$ cat config.mk
export PLATFORM = sky130hd
export DESIGN_NAME = fifo_rd_stream
export DESIGN_NICKNAME = d
export VERILOG_FILES = /design/src/rtl/fifo_rd_stream_pkg.sv /design/src/rtl/fifo_rd_stream_obuf.sv /design/src/rtl/fifo_rd_stream.sv
export SDC_FILE = /design/constraint.sdc
export NUM_CORES = 1
export LEC_CHECK = 0
export CAP_MARGIN = 20
export CORE_UTILIZATION = 54
export CTS_BUF_LIST = sky130_fd_sc_hd__clkbuf_16
export CTS_CLUSTER_SIZE = 14
export DETAILED_ROUTE_END_ITERATION = 10
export PLACE_DENSITY = 0.79
export SLEW_MARGIN = 20
export SYNTH_ARGS = -nofsm -noshare
export SYNTH_HDL_FRONTEND = slang
export SYNTH_SLANG_ARGS = --single-unit
$ cat constraint.sdc
create_clock -name clk -period 2.4 [get_ports clk]
set_clock_uncertainty 0.2 [all_clocks]
set_input_delay 0.48 -clock clk [delete_from_list [all_inputs] [get_ports clk]]
set_output_delay 0.48 -clock clk [all_outputs]
set_load 0.05 [all_outputs]
$ cat src/rtl/fifo_rd_stream_pkg.sv
// ============================================================================
//  Module   : fifo_rd_stream_pkg
//  Brief    : Shared helpers for the FIFO read-side stream drainer.
//  Revision : 1.0 - initial release
// ============================================================================
`default_nettype none

package fifo_rd_stream_pkg;

    localparam int MAX_READ_LAT = 2;

    function automatic int calc_buf_aw(input int depth);
        return $clog2(depth);
    endfunction

    // Output buffer must hold every in-flight beat plus one draining beat.
    function automatic bit params_legal(input int read_lat, input int buf_depth);
        return (read_lat >= 0) && (read_lat <= MAX_READ_LAT) &&
               (buf_depth >= read_lat + 2) &&
               ((buf_depth & (buf_depth - 1)) == 0);
    endfunction

endpackage

`default_nettype wire

$ cat src/rtl/fifo_rd_stream_obuf.sv
// ============================================================================
//  Module   : stream_obuf
//  Brief    : Circular output buffer with write port and valid/ready read port.
//  Revision : 1.0 - initial release
// ============================================================================
`default_nettype none

module stream_obuf #(
    parameter int WIDTH = 8,
    parameter int DEPTH = 4,
    parameter int AW    = 2
) (
    input  logic             clk,
    input  logic             rst,
    input  logic             clr,
    input  logic             wr_en,
    input  logic [WIDTH-1:0] wr_data,
    output logic             rd_valid,
    input  logic             rd_ready,
    output logic [WIDTH-1:0] rd_data,
    output logic [AW:0]      level
);

    logic [WIDTH-1:0] r_mem [DEPTH];
    logic [AW-1:0]    r_wptr;
    logic [AW-1:0]    r_rptr;
    logic [AW:0]      r_level;
    logic             w_rd;

    assign rd_valid = (r_level != '0);
    assign rd_data  = r_mem[r_rptr];
    assign level    = r_level;
    assign w_rd     = rd_valid & rd_ready;

    // Clear drops pointers and level only; stale storage is masked by rd_valid.
    always_ff @(posedge clk or posedge rst) begin
        if (rst) begin
            r_wptr  <= '0;
            r_rptr  <= '0;
            r_level <= '0;
            for (int i = 0; i < DEPTH; i++) begin
                r_mem[i] <= '0;
            end
        end else if (clr) begin
            r_wptr  <= '0;
            r_rptr  <= '0;
            r_level <= '0;
        end else begin
            if (wr_en) begin
                r_mem[r_wptr] <= wr_data;
                r_wptr        <= r_wptr + 1'b1;
            end
            if (w_rd) begin
                r_rptr <= r_rptr + 1'b1;
            end
            case ({wr_en, w_rd})
                2'b10:   r_level <= r_level + 1'b1;
                2'b01:   r_level <= r_level - 1'b1;
                default: r_level <= r_level;
            endcase
        end
    end

endmodule

`default_nettype wire

$ cat src/rtl/fifo_rd_stream.sv
// ============================================================================
//  Module   : fifo_rd_stream
//  Brief    : Pops a synchronous FIFO and streams the data out as valid/ready.
//  Revision : 1.0 - initial release
// ============================================================================
`default_nettype none

module fifo_rd_stream
    import fifo_rd_stream_pkg::*;
#(
    parameter int WIDTH     = 8,
    parameter int READ_LAT  = 1,
    parameter int BUF_DEPTH = 4
) (
    input  logic                       clk,
    input  logic                       rst,
    output logic                       rinc,
    input  logic                       rempty,
    input  logic [WIDTH-1:0]           rdata,
    input  logic                       flush,
    output logic                       m_valid,
    input  logic                       m_ready,
    output logic [WIDTH-1:0]           m_data,
    output logic [$clog2(BUF_DEPTH):0] buf_lvl
);

    localparam int BUF_AW = calc_buf_aw(BUF_DEPTH);
    localparam int SUM_W  = BUF_AW + 2;

    generate
        if (!params_legal(READ_LAT, BUF_DEPTH)) begin : g_param_check
            $error("fifo_rd_stream: illegal READ_LAT/BUF_DEPTH combination");
        end
    endgenerate

    logic             w_pop;
    logic             w_arrive;
    logic [1:0]       w_inflight;
    logic [SUM_W-1:0] w_credit_used;

    generate
        if (READ_LAT == 0) begin : g_lat0
            assign w_arrive   = w_pop;
            assign w_inflight = 2'd0;
        end else begin : g_latn
            logic [READ_LAT-1:0] r_pipe;

            always_ff @(posedge clk or posedge rst) begin
                if (rst) begin
                    r_pipe <= '0;
                end else if (flush) begin
                    r_pipe <= '0;
                end else begin
                    r_pipe <= (r_pipe << 1) | READ_LAT'(w_pop);
                end
            end

            assign w_arrive   = r_pipe[READ_LAT-1];
            assign w_inflight = 2'($countones(r_pipe));
        end
    endgenerate

    // Credits count in-flight pops so an arriving beat always finds a free slot.
    assign w_credit_used = SUM_W'(buf_lvl) + SUM_W'(w_inflight);
    assign rinc          = ~rst & ~flush & (w_credit_used < SUM_W'(BUF_DEPTH));
    assign w_pop         = rinc & ~rempty;

    stream_obuf #(
        .WIDTH (WIDTH),
        .DEPTH (BUF_DEPTH),
        .AW    (BUF_AW)
    ) u_obuf (
        .clk      (clk),
        .rst      (rst),
        .clr      (flush),
        .wr_en    (w_arrive),
        .wr_data  (rdata),
        .rd_valid (m_valid),
        .rd_ready (m_ready),
        .rd_data  (m_data),
        .level    (buf_lvl)
    );

endmodule

`default_nettype wire

==> results of run 1 <==
==> flip-flops by register name, indices dropped and copies added (netlist names) <==
register       flops
g_latn.r_pipe      1
u_obuf.r_rptr      2
u_obuf.r_mem      32
u_obuf.r_wptr      2
u_obuf.level       3
==> cells in the mapped netlist, drive strengths merged <==
| library cell | instances |
|---|---|
| nand2 | 6 |
| ha | 4 |
| mux4 | 8 |
| clkbuf | 1 |
| nand4b | 1 |
| nand4 | 3 |
| mux2i | 1 |
| buf | 4 |
| xnor2 | 1 |
| o311a | 1 |
| or4 | 1 |
| or3b | 1 |
| inv | 4 |
| xor3 | 1 |
| nor2b | 3 |
| o31ai | 1 |
| xor2 | 2 |
| or3 | 1 |
| dfrtp | 40 |
| o2111ai | 1 |
| o311ai | 2 |
| nor2 | 6 |
| mux2 | 32 |
| a311oi | 1 |
| or2 | 1 |
| or4b | 1 |
| fa | 1 |
==> logic make-up (layout without fill, tap and decap cells) <==
logic type | after synthesis | count (layout) | share of synthesized area
mux | 41 | 41 | 0.285
flops | 40 | 40 | 0.518
simple gates | 24 | 24 | 0.0726
buf+inv | 9 | 46 | 0.0246
compound gates | 6 | 6 | 0.0350
fa+ha+maj | 5 | 5 | 0.0363
xor+xnor | 4 | 4 | 0.0279
==> worst paths after layout <==
kind / endpoint / cells after the start / from / slack, ps
max: rinc / 4 / flush / 70
min: u_obuf.r_mem[30] / 1 / u_obuf.r_mem[30] / 300
max reg2reg: u_obuf.level[1] / 6 / u_obuf.level[2] / 230
min reg2reg: u_obuf.r_mem[30] / 1 / u_obuf.r_mem[30] / 300
max in group asynchronous: u_obuf.r_rptr[0] / 3 / rst / 1110
min in group asynchronous: g_latn.r_pipe / 3 / rst / 530
==> stage by stage <==
stage,hold WS [ps],setup slack (ps),instances,utilization
floorplan,259,21.1,129,-
global placement,269,36.0,204,0.667
detailed placement,293,-71.9,204,0.667
CTS,305,1.44,212,0.708
global route,316,6.71,212,0.712
finish,299,73.7,212,0.712
==> critical path, cell delays in order <==
cell and delay, ps:
clkdlybuf4s50_1 420, or2_1 270, a311oi_4 290, buf_12 180
==> layer usage <==
| metal | track usage | wire [µm] |
|---|---|---|
| met2 | 0.392 | 2040 |
| met3 | 0.0497 | 76 |
| met4 | 0.102 | 34 |
| met5 | 0 | 0 |
| met1 | 0.274 | 1580 |
==> power groups by stage <==
stage          clock network, µW  registers (µW)  logic, µW
2_1_floorplan                  0             963        791
3_3_place_gp                   0             924       1140
3_5_place_dp                   0             937       1170
4_1_cts                      630             927       1180
5_1_grt                      659             948       1250
6_report                     616             927       1170
==> final cells by class <==
type                    count  area, µm²
clock buffers               5        125
clock inverters             3       13.8
fillers                   229        976
inverters                   4       15.0
multi-input cells          80        900
flip-flops and latches     40       1000
well taps                  46       57.6
repair buffers             34        300
==> results.sh, run 1 <==
export IMPL_slew_viol_final=0
export IMPL_finalCritPeriodShare=0.969
export IMPL_syn_avg_cell_area_um2=15.0
export IMPL_cts_sinks=40
export IMPL_hold_path_class="reg2reg"
export IMPL_worstPathRequired_ps=1720
export IMPL_io_pins=26
export IMPL_track_usage=0.227
export IMPL_place_gp_congestion=0.746
export IMPL_grt_max_degree=41
export IMPL_antenna_found_initial=0
export IMPL_cts_resized=0
export IMPL_fin_crit_ps=2330
export IMPL_placed_area_um2=2260
export IMPL_p_leak_uw=0.00112
export IMPL_cts_root_buf="clkbuf_16"
export IMPL_slew_headroom=0.661
export IMPL_power_frac_comb=0.432
export IMPL_die_area_um2=3820
export IMPL_drcViolationCount=0
export IMPL_final_cell_mix="39 x dfrtp_1, 30 x mux2_2, 20 x buf_4"
export IMPL_synth_cell_types=32
export IMPL_ant_nets=0
export IMPL_synth_area_um2=1930
export IMPL_setup_tns_ps=0
export IMPL_setup_viol=0
export IMPL_holdBufCountCts=0
export IMPL_clk_latency_ps=270
export IMPL_finalHoldViolations=0
export IMPL_drt_iter0_markers=39
export IMPL_powerDensity_nw_per_um2=1130
export IMPL_die_h_um=61.8
export IMPL_power_share_clock=0.227
export IMPL_status="finished clean"
export IMPL_grt_overflow=0
export IMPL_port_buffer_count=25
export IMPL_drive_above_1_share=0.452
export IMPL_endpoint_kind="output port"
export IMPL_fin_nets=183
export IMPL_seq_area_frac_synth=0.518
export IMPL_yosys_top_cells_area="dfrtp_1 52%, mux2_2 17%, mux4_2 9.3%"
export IMPL_setup_worst_path_class="in2out"
export IMPL_grt_pass1_wl_um=6020
export IMPL_n_antenna_cell=0
export IMPL_rsz0062_at_grt="true"
export IMPL_syn_inst=129
export IMPL_post_cts_setup_buffers=0
export IMPL_worstMarginPinSlew_ps=509
export IMPL_firstDrtPassIters=4
export IMPL_cts_buffers_inserted=5
export IMPL_ys_ff_latch=40
export IMPL_core_area_um2=3390
export IMPL_pwr_share_seq=0.341
export IMPL_ys_warnings_count=0
export IMPL_rows=21
export IMPL_final_common_cell="dfrtp_1"
export IMPL_grt_pass1_vias=1296
export IMPL_area_growth_pct=25.0
export IMPL_cts_clk_slew_worst_paths_ps=50
export IMPL_drt_total_wl_um=3730
export IMPL_yosysTopAreaCell="dfrtp_1"
export IMPL_syn_num_nets=147
export IMPL_viasPerCell=5.67
export IMPL_p_sw_uw=1030
export IMPL_start_util=0.570
export IMPL_num_vias=1201
export IMPL_p_int_uw=1680
export IMPL_htree_levels=2
export IMPL_crit_fanout=3
export IMPL_fmax_mhz=430
export IMPL_wl_per_cell_um=17.6
export IMPL_synth_top_area_frac=0.518
export IMPL_cts_tree="done"
export IMPL_clockBufferDepth=2
export IMPL_power_total_uw=2720
export IMPL_swShare=0.380
export IMPL_cp_arrival_ps=1650
export IMPL_die_w_um=61.8
export IMPL_final_area_um2=2410
export IMPL_peakVddDrop_mv=0.728
export IMPL_hpwl_um=2650
export IMPL_start_kind="input pin"
export IMPL_max_cap_violations=0
(Power assumes the default switching activity.)
==> run 2: changes to the inputs <==
==> constraint.sdc (replaced) <==
create_clock -name clk -period 2.4 [get_ports clk]
set_clock_uncertainty 0.2 [all_clocks]
set_input_delay 0.36 -clock clk [delete_from_list [all_inputs] [get_ports clk]]
set_output_delay 0.36 -clock clk [all_outputs]
set_load 0.05 [all_outputs]
==> results.sh, run 2 (synthesis results as in run 1) <==
export IMPL_clockBufferDepth=2
export IMPL_endpoint_kind="output port"
export IMPL_area_growth_pct=29.0
export IMPL_n_antenna_cell=0
export IMPL_final_cell_mix="40 x dfrtp_1, 30 x mux2_2, 19 x buf_4"
export IMPL_grt_max_degree=41
export IMPL_cts_clk_slew_worst_paths_ps=60
export IMPL_num_fill_cells=201
export IMPL_htree_levels=2
export IMPL_cts_buffers_inserted=5
export IMPL_die_h_um=61.8
export IMPL_top_register="u_obuf.r_mem"
export IMPL_track_usage=0.235
export IMPL_core_area_um2=3390
export IMPL_post_cts_setup_buffers=0
export IMPL_cts_sinks=40
export IMPL_worstPathRequired_ps=1840
export IMPL_firstDrtPassIters=4
export IMPL_status="finished clean"
export IMPL_worstMarginPinSlew_ps=500
export IMPL_drive_above_1_share=0.443
export IMPL_cts_root_buf="clkbuf_16"
export IMPL_holdBufCountCts=0
export IMPL_p_leak_uw=0.00116
export IMPL_finalHoldViolations=0
export IMPL_die_w_um=61.8
export IMPL_fmax_mhz=446
export IMPL_cts_tree="done"
export IMPL_drcViolationCount=0
export IMPL_viasPerCell=5.81
export IMPL_slew_headroom=0.666
export IMPL_fin_cells=213
export IMPL_wl_per_cell_um=18.6
export IMPL_rsz0062_at_grt="false"
export IMPL_critPathSlowestCell="clkdlybuf4s50_1"
export IMPL_final_common_cell="dfrtp_1"
export IMPL_cpPeakStageDelay_ps=810
export IMPL_drt_total_wl_um=3950
export IMPL_max_cap_violations=0
export IMPL_clk_latency_ps=280
export IMPL_hold_path_class="reg2reg"
export IMPL_largest_reg_flops=32
export IMPL_rows=21
export IMPL_fin_crit_ps=2240
export IMPL_powerDensity_nw_per_um2=1230
export IMPL_slew_viol_final=0
export IMPL_setup_worst_path_class="reg2out"
export IMPL_path_cells="buf_4 > clkdlybuf4s50_1"
export IMPL_grt_pass1_vias=1306
export IMPL_io_pins=26
export IMPL_finalCritPeriodShare=0.934
export IMPL_drt_iter0_markers=31
export IMPL_setup_tns_ps=0
export IMPL_grt_overflow=0
export IMPL_setup_viol=0
export IMPL_crit_fanout=7
export IMPL_hpwl_um=2650
export IMPL_r2r_setup_slack_ps=180
export IMPL_cp_arrival_ps=1680
export IMPL_die_area_um2=3820
export IMPL_grt_pass1_wl_um=6190
export IMPL_dp_cells=205
export IMPL_ant_nets=0
export IMPL_cts_resized=0
export IMPL_start_util=0.570
export IMPL_fin_nets=184
export IMPL_power_total_uw=3060
export IMPL_start_kind="flop"
export IMPL_num_vias=1238
export IMPL_antenna_found_initial=0
export IMPL_place_gp_congestion=0.807
export IMPL_port_buffer_count=25
export IMPL_peakVddDrop_mv=0.706
==> run 2: cell count changes in the layout (fill, tap and decap cells not counted), sizes merged <==
cell and change:
bufinv +3, clkinv -3, clkdlybuf4s50 +2, buf -1
==> run 2: power breakdown <==
| part | leakage, µW | total [µW] | internal [µW] | switching (µW) |
|---|---|---|---|---|
| Sequential | 0.000535 | 911 | 812 | 98.8 |
| Clock | 0.000104 | 949 | 700 | 249 |
| Combinational | 0.000517 | 1200 | 500 | 698 |
==> run 2: worst paths after layout <==
check,from,endpoint,depth (start not counted)
setup / recovery,u_obuf.level[1],buf_lvl[1],2
hold / removal,u_obuf.r_mem[13],u_obuf.r_mem[13],1
setup reg to reg,u_obuf.level[2],u_obuf.level[2],5
hold reg to reg,u_obuf.r_mem[13],u_obuf.r_mem[13],1
max in group asynchronous,rst,u_obuf.level[2],3
min in group asynchronous,rst,u_obuf.level[0],3
==> run 2: critical path, delay by kind of cell (launching register included) <==
kind | cells | cell delay, ps
buffers and inverters | 2 | 990
DFF | 1 | 410
==> run 2: metal layers <==
| metal | GRT usage | vias to the layer above | routed length [µm] | share of wire |
|---|---|---|---|---|
| li1 | - | 557 | - | - |
| met1 | 0.264 | 644 | 1550 | 0.39 |
| met4 | 0.0794 | 0 | 50 | 0.013 |
| met5 | 0 | - | 0 | 0 |
| met2 | 0.430 | 29 | 2200 | 0.56 |
| met3 | 0.0663 | 8 | 153 | 0.039 |
==> run 2: layout make-up <==
type,count,area [µm²],area share
sequential,40,1000,0.402
multi-input combinational,80,888,0.357
timing repair buffer,35,313,0.126
clock buffer,5,125,0.0503
clock inverter,3,90.1,0.0362
tap,46,57.6,0.0231
inverter,4,15.0,0.00603
==> run 2: stage by stage <==
| stage | utilization | worst slack, ps | hold slack (ps) | instance area, µm² |
|---|---|---|---|---|
| 6_report | 0.735 | 159 | 298 | 2490 |
| 5_1_grt | 0.735 | 83.7 | 327 | 2490 |
| 4_1_cts | 0.735 | 149 | 303 | 2490 |
| 3_5_place_dp | 0.671 | 26.5 | 290 | 2270 |
| 3_3_place_gp | 0.671 | 113 | 269 | 2270 |
| 2_1_floorplan | - | 34.9 | 226 | 1940 |
==> run 3: changes to the inputs <==
--- a/config.mk
+++ b/config.mk
@@ -6,6 +6,7 @@
 export NUM_CORES = 1
 export LEC_CHECK = 0
 export CAP_MARGIN = 20
+export CORE_MARGIN = 4
 export CORE_UTILIZATION = 54
 export CTS_BUF_LIST = sky130_fd_sc_hd__clkbuf_16
 export CTS_CLUSTER_SIZE = 14
==> results.sh, run 3 (synthesis results as in run 1) <==
export IMPL_status="finished clean"
export IMPL_hold_path_class="reg2reg"
export IMPL_largest_reg_flops=32
export IMPL_grt_pass1_wl_um=6310
export IMPL_power_share_clock=0.233
export IMPL_cts_buffers_inserted=5
export IMPL_firstDrtPassIters=4
export IMPL_p_leak_uw=0.00111
export IMPL_cts_tree="done"
export IMPL_finalHoldViolations=0
export IMPL_htree_levels=2
export IMPL_crit_fanout=6
export IMPL_fin_crit_ps=2250
export IMPL_p_int_uw=1700
export IMPL_num_vias=1189
export IMPL_start_util=0.570
export IMPL_endpoint_kind="output port"
export IMPL_slew_viol_final=0
export IMPL_cp_arrival_ps=1690
export IMPL_fin_cells=212
export IMPL_final_common_cell="dfrtp_1"
export IMPL_n_antenna_cell=0
export IMPL_fin_nets=183
export IMPL_r2r_setup_slack_ps=210
export IMPL_worstPathRequired_ps=1840
export IMPL_fmax_mhz=445
export IMPL_hold_slack_ps=304
export IMPL_ant_nets=0
export IMPL_top_register="u_obuf.r_mem"
export IMPL_min_from="u_obuf.r_mem[2]"
export IMPL_clockBufferDepth=2
export IMPL_drcViolationCount=0
export IMPL_finalCritPeriodShare=0.936
export IMPL_drt_iter0_markers=38
export IMPL_setup_viol=0
export IMPL_clk_latency_ps=280
export IMPL_drive_above_1_share=0.434
export IMPL_wl_per_cell_um=18.1
export IMPL_holdBufCountCts=0
export IMPL_antenna_found_initial=0
export IMPL_slew_headroom=0.665
export IMPL_worstMarginPinSlew_ps=502
export IMPL_setup_tns_ps=0
export IMPL_pwr_share_seq=0.333
export IMPL_port_buffer_count=25
export IMPL_r2r_end="u_obuf.level[2]"
export IMPL_swShare=0.383
export IMPL_power_frac_comb=0.434
export IMPL_cts_root_buf="clkbuf_16"
export IMPL_start_kind="flop"
export IMPL_setup_worst_path_class="reg2out"
export IMPL_reg2reg_from="u_obuf.level[2]"
export IMPL_whs_endpoint="u_obuf.r_mem[2]"
export IMPL_p_sw_uw=1050
export IMPL_grt_overflow=0
export IMPL_cts_sinks=40
export IMPL_wl_met2_um=2100
export IMPL_place_gp_congestion=0.903
export IMPL_routed_top_layer="met4"
export IMPL_viasPerCell=5.61
export IMPL_wl_met3_um=170
export IMPL_cts_clk_slew_worst_paths_ps=60
export IMPL_hold_depth=1
export IMPL_worstRegToRegCells=5
export IMPL_dp_cells=204
export IMPL_hpwl_um=2740
export IMPL_grt_max_degree=41
export IMPL_die_area_um2=4600
export IMPL_rsz0062_at_grt="false"
export IMPL_die_w_um=67.8
export IMPL_final_cell_mix="40 x dfrtp_1, 30 x mux2_2, 17 x buf_4"
export IMPL_area_growth_pct=25.5
export IMPL_core_area_um2=3390
export IMPL_max_cap_violations=0
export IMPL_drt_total_wl_um=3840
export IMPL_grt_pass1_vias=1320
export IMPL_cts_resized=0
export IMPL_pre_cts_ws_ps=51.1
export IMPL_peakVddDrop_mv=0.861
export IMPL_rows=21
export IMPL_die_h_um=67.8
export IMPL_num_fill_cells=233
export IMPL_met1_length_um=1520
export IMPL_setup_ws_ps=155
export IMPL_powerDensity_nw_per_um2=1130
export IMPL_track_usage=0.195
export IMPL_post_cts_setup_buffers=0
export IMPL_io_pins=26
==> run 3: power by group through the flow <==
stage | Combinational (µW) | Sequential (µW) | Clock (µW)
floorplan | 791 | 963 | 0
global placement | 1180 | 909 | 0
detailed placement | 1200 | 928 | 0
CTS | 1210 | 918 | 643
global route | 1270 | 931 | 679
finish | 1190 | 916 | 639
==> run 3: critical path, stage by stage, from the launching register on <==
cell and delay (ps):
dfrtp_1 520, buf_12 180, mux4_2 500, buf_4 210
==> run 3: worst max path at each step <==
stage	start	end	slack, ps	depth (start not counted)
after CTS	u_obuf.r_rptr[0]	m_data[0]	140	3
after detailed placement	m_ready	u_obuf.level[2]	50	6
after global routing	u_obuf.r_rptr[0]	m_data[0]	90	3
final	u_obuf.r_rptr[0]	m_data[0]	150	3
after global placement	m_ready	u_obuf.level[2]	110	6
after floorplan	u_obuf.level[1]	u_obuf.level[2]	30	5
==> run 3: final cells by class <==
cell class	instances	area [µm²]	share of cell area
Multi-Input combinational cell	80	888	0.367
Inverter	4	15.0	0.00620
Sequential cell	40	1000	0.413
Clock inverter	3	18.8	0.00774
Tap cell	46	57.6	0.0237
Timing Repair Buffer	34	318	0.131
Clock buffer	5	125	0.0516
==> run 3: metal layers <==
metal  vias up  GRT usage
met5         -          0
met4         0     0.0670
met3         6     0.0466
met2        28      0.354
met1       608      0.222
li1        547          -
==> run 3: per-stage QoR <==
stage          power [µW]  cell area (µm²)   util
2_1_floorplan        1750             1940      -
3_3_place_gp         2090             2280  0.673
3_5_place_dp         2130             2280  0.673
4_1_cts              2770             2420  0.715
5_1_grt              2880             2420  0.715
6_report             2750             2420  0.715
